File: src/rtl/shift_register_mc.sv
// Multi-channel full-duplex shift register: serialises N_CH words in lock-step
// while capturing N_CH serial inputs, with programmable length and bit order.
module shift_register_mc #(
  parameter int NB_REG = 32,
  parameter int N_CH   = 4
) (
  input  logic                       clk,
  input  logic                       rst,
  input  logic                       en,
  input  logic                       i_valid,
  output logic                       o_ready,
  input  logic [$clog2(NB_REG):0]    i_nbits,
  input  logic                       i_lsb_first,
  input  logic                       i_abort,
  input  logic [N_CH*NB_REG-1:0]     value,
  input  logic [N_CH-1:0]            i_sdi,
  output logic [N_CH-1:0]            o_data,
  output logic [N_CH*NB_REG-1:0]     o_rdata,
  output logic                       o_busy,
  output logic                       o_done
);

  localparam int CW = $clog2(NB_REG) + 1;
  localparam int IW = $clog2(NB_REG);

  typedef enum logic [1:0] {IDLE, SHIFT, DONE} state_t;

  state_t            state_q, state_d;
  logic [CW-1:0]     cnt_q;
  logic [CW-1:0]     len_q;
  logic [CW-1:0]     len_in;
  logic              lsb_q;
  logic [NB_REG-1:0] tx_q  [N_CH];
  logic [NB_REG-1:0] cap_q [N_CH];
  logic [NB_REG-1:0] cap_d [N_CH];
  logic [CW-1:0]     pos_full;
  logic [IW-1:0]     pos;
  logic              step;
  logic              last;

  // Zero or oversize lengths both fall back to the full register width
  always_comb begin
    len_in = i_nbits;
    if (i_nbits == '0 || i_nbits > CW'(NB_REG)) begin
      len_in = CW'(NB_REG);
    end
  end

  // Transmit and capture share one bit position, so loopback returns the word
  // masked to L bits regardless of bit order.
  assign pos_full = lsb_q ? cnt_q : (len_q - CW'(1) - cnt_q);
  assign pos      = pos_full[IW-1:0];
  assign step     = (state_q == SHIFT) && en && !i_abort;
  assign last     = step && (cnt_q == len_q - CW'(1));

  assign o_ready = (state_q == IDLE);
  assign o_busy  = (state_q == SHIFT);
  assign o_done  = (state_q == DONE);

  always_comb begin
    state_d = state_q;
    case (state_q)
      IDLE:    if (i_valid) state_d = SHIFT;
      SHIFT: begin
        if (i_abort)   state_d = IDLE;
        else if (last) state_d = DONE;
      end
      DONE:    state_d = IDLE;
      default: state_d = IDLE;
    endcase
  end

  always_comb begin
    o_data = '0;
    for (int k = 0; k < N_CH; k++) begin
      cap_d[k] = cap_q[k];
      if (step) cap_d[k][pos] = i_sdi[k];
      if (state_q == SHIFT) o_data[k] = tx_q[k][pos];
    end
  end

  always_ff @(posedge clk) begin
    if (!rst) begin
      state_q <= IDLE;
      cnt_q   <= '0;
      len_q   <= '0;
      lsb_q   <= 1'b0;
      o_rdata <= '0;
      for (int k = 0; k < N_CH; k++) begin
        tx_q[k]  <= '0;
        cap_q[k] <= '0;
      end
    end else begin
      state_q <= state_d;
      if (state_q == IDLE && i_valid) begin
        cnt_q <= '0;
        len_q <= len_in;
        lsb_q <= i_lsb_first;
        for (int k = 0; k < N_CH; k++) begin
          tx_q[k]  <= value[k*NB_REG +: NB_REG];
          cap_q[k] <= '0;
        end
      end else if (step) begin
        cnt_q <= cnt_q + CW'(1);
        for (int k = 0; k < N_CH; k++) begin
          cap_q[k] <= cap_d[k];
          if (last) o_rdata[k*NB_REG +: NB_REG] <= cap_d[k];
        end
      end
    end
  end

endmodule

File: config.mk
export PLATFORM = sky130hd
export DESIGN_NAME = shift_register_mc
export DESIGN_NICKNAME = d
export VERILOG_FILES = /design/src/rtl/shift_register_mc.sv
export SDC_FILE = /design/constraint.sdc
export NUM_CORES = 1
export LEC_CHECK = 0
export BUFFER_PORTS_ARGS = -buffer_cell sky130_fd_sc_hd__buf_2
export CAP_MARGIN = 20
export CORE_MARGIN = 5
export CORE_UTILIZATION = 45
export CTS_BUF_LIST = sky130_fd_sc_hd__clkbuf_8
export CTS_CLUSTER_SIZE = 16
export DETAILED_ROUTE_END_ITERATION = 10
export PLACE_DENSITY = 0.73
export RECOVER_POWER = 25
export SYNTH_ARGS = -nofsm -noshare
export SYNTH_HDL_FRONTEND = slang
export SYNTH_SLANG_ARGS = --single-unit
File: constraint.sdc
create_clock -name clk -period 5.5 [get_ports clk]
set_clock_uncertainty 0.2 [all_clocks]
set_input_delay 0.825 -clock clk [delete_from_list [all_inputs] [get_ports clk]]
set_output_delay 0.825 -clock clk [all_outputs]
set_load 0.02 [all_outputs]
==> flow_summary_export.csv <==
group,metric,value,unit
worst_setup_path,critical_path_peak_fanout,8,
worst_setup_path,start_kind,"register",
floorplan,die_height,203.8,um
cells_and_area,antennaDiodeCount,0,
logic_synthesis,synth_cell_type_count,53,
cells_and_area,layout.cells.most_common,"edfxtp_1",
status,run_status,"finished, violations left",
power,power.static_leakage,0.008610,uW
global_route,initial_antenna_violation_count,1,
floorplan,placementRows,71,
place,dpl_worst_slack,1152,ps
logic_synthesis,synthMuxAreaShare,0.1320,
route,detailroute.via_count,12250,
global_route,via_count_of_the_first_global_routing_pass,12110,
global_route,grtUsageTotal,0.2113,
route,drt_iter0_drc,765,
route,totalWireLength,45.13,mm
timing,fin_crit,4991,ps
logic_synthesis,netlist.area_leader.share,0.3981,
logic_synthesis,synthXorXnorAreaFrac,0.007108,
floorplan,fp.dieArea,41520,um^2
floorplan,pin_count,279,
route,drt-vias-per-instance,5.383,
route,drc_errors,0,
worst_setup_path,worstPathArrival,3970,ps
logic_synthesis,post_synth_inst_count,1453,
clock_network,clock-sinks,399,
logic_synthesis,synth_compound_gate_area_share,0.09989,
logic_synthesis,ys_warn_count,0,
cells_and_area,num-nets-final,1865,
logic_synthesis,synth_top_family_by_area,"multiplexers",
worst_setup_path,timing.critical_path.to_type,"output port",
timing,setup_slack,509.3,ps
timing,setup_viol,0,
timing,fmax,0.2004,GHz
logic_synthesis,synth_simple_gate_area_frac,0.1215,
clock_network,cells_resized_by_post_cts_repair,0,
timing,fin_tns_setup,0,ps
worst_setup_path,slowest_delay,640,ps
timing,post-route-period-util,0.9074,
power,pwr_density_cell,321.7,nW/um^2
logic_synthesis,synthFlopType,"edfxtp_1",
cells_and_area,drive_above_1_share,0.2176,
logic_synthesis,synth_area_leaders,"edfxtp_1 40%, dfxtp_1 21%, mux2i_1 8.7%",
timing,timing_worst_slew_pin_value,1815,ps
timing,final-max-slew-violation-count,130,
route,drt-wirelength-per-cell,19.83,um
worst_setup_path,cell_by_cell_listing_of_the_critical_path,"inv_1, ha_1, fa_1, nand2b_1, a21oi_1, xnor2_2, mux2i_2, and2_0, a2111oi_0, nor4b_1, buf_2",
worst_setup_path,master_of_the_slowest_instance_on_the_critical_path,"mux2i_2",
clock_network,post_cts_hold_buffer_count,0,
worst_setup_path,required,4470,ps
clock_network,cts_tree,"done",
cells_and_area,fin_util,0.5342,
place,finalWeightedCongestion,0.8128,
min_path,holdCritPathClass,"input port to register",
timing,endpoints_failing_hold,0,
route,detail-route-antenna-nets,0,
timing,relSlewSlack,-0.2099,
clock_network,clkTransAtPathRegs,60,ps
worst_setup_path,crit_type,"register to output port",
clock_network,clock-root-buffer,"clkbuf_8",
place,port-buffer-count,278,
global_route,grt_pass1_wl,68.59,mm
logic_synthesis,postSynth.asyncResetShare,0,
timing,setup_repair_after_global_routing_missed_its_margin,"false",
logic_synthesis,syn_area_per_cell,11.63,um^2
logic_synthesis,library_cell_with_the_largest_summed_area_after_synthesis,"edfxtp_1",
status,violations,"max-capacitance violations, max-slew violations",
global_route,grt_overflow,0,
power,ir_worst_vdd,0.1771,mV
route,detailedRoute.firstPassIterationCount,5,
logic_synthesis,synth_area_in_adders,0.005628,
clock_network,cts.htree.levels,3,
global_route,grt_max_degree,146,
logic_synthesis,synthesis.nets,1604,
floorplan,core-area,37400,um^2
clock_network,post_cts_buffers,0,
cells_and_area,area.growth.synth_to_final,18.23,%
floorplan,initial_utilization,0.4518,
logic_synthesis,synth_sequential_area_ratio,0.6054,
logic_synthesis,synth_area,16900,um^2
clock_network,max-clock-path-buffers,3,
logic_synthesis,synth_edf_count,224,
cells_and_area,mostFrequentLayoutCells,"224 x edfxtp_1, 221 x buf_2, 175 x dfxtp_1",
clock_network,tritoncts.num_buffers,68,
logic_synthesis,ys_seq_elements,399,
clock_network,worst_skew_pair.late_latency,590,ps
place,place.detailed.hpwl,29.47,mm
floorplan,die-width,203.8,um
job,max_cap_violations,1,
==> sequential cells by signal, summed over array words and instances, names as in the netlist <==
signal   flops
lsb_q        1
cnt_q        6
cap_q      128
len_q        6
tx_q       128
o_rdata    128
state_q      2
==> synthesized netlist by cell type, drive strengths merged, types with 2 or more instances <==
library cell and number:
nor3b 3, o32ai 2, o21a 2, nand2 82, ha 6, o31ai 6
o21ai 138, nor3 16, xor2 6, mux4 30, nand2b 3, mux2i 149
nor2 118, and2 135, nor2b 3, a22o 4, nor4 2, mux2 5
buf 19, clkbuf 93, nand3 39, dfxtp 175, a211oi 2, a21oi 152
o22ai 2, and3 2, xnor2 6, nand4 3, nand3b 2, edfxtp 224
inv 11
==> worst paths after layout <==
kind	start	end	slack (ps)	depth (start not counted)
setup / recovery	len_q[0]	o_data[3]	510	11
hold / removal	i_lsb_first	lsb_q	260	2
setup reg to reg	len_q[0]	cap_q[1][16]	1330	10
hold reg to reg	cap_q[2][17]	cap_q[2][17]	260	2
==> final cells by class <==
class / count / area, um^2
Sequential cell: 399 / 10230
Tap cell: 511 / 639.4
Inverter: 11 / 43.79
Fill cell: 3271 / 17420
Clock inverter: 48 / 221.5
Timing Repair Buffer: 303 / 1598
Multi-Input combinational cell: 931 / 6241
Clock buffer: 73 / 1005
==> critical path, delay by kind of cell (launching register included) <==
family / cells / cell delay, ps
adders and majority gates: 2 / 760
and+or+nand+nor: 3 / 760
muxes: 1 / 640
DFF: 1 / 370
AOI/OAI and AO/OA: 2 / 340
buffers and inverters: 2 / 310
xor gates and xnor gates: 1 / 180
==> logic make-up after synthesis <==
kind of cell,after synthesis
AO/OA/AOI/OAI,315
XOR/XNOR,12
adder cells (fa/ha/maj),7
buffers and inverters,123
flip-flops,399
multiplexers,184
AND/OR/NAND/NOR,413
==> power by group <==
| group | total [uW] | internal, uW | switching, uW |
|---|---|---|---|
| Sequential | 3330 | 3290 | 37.4 |
| Combinational | 667 | 261 | 406 |
| Clock | 2430 | 1270 | 1170 |
| Total | 6430 | 4820 | 1610 |
==> metrics by stage <==
step                      hold WS, ps  power [uW]  instance area, um^2  instances
after floorplan                 235.3        3817                16900       1453
after global placement          242.6        4033                18730       2150
after detailed placement        252.9        4057                18760       2151
after CTS                       216.0        6489                19980       2272
after global routing            218.2        6712                19980       2276
final                           256.4        6428                19980       2276
==> per-layer routing <==
metal  track usage  share of wire  up-vias
li1              -              -     5739
met1        0.2760           0.41     5939
met2        0.3349           0.47      462
met3       0.05502          0.074      109
met4       0.09154          0.041        2
met5             0        0.00029        -
(Power assumes the default switching activity.)
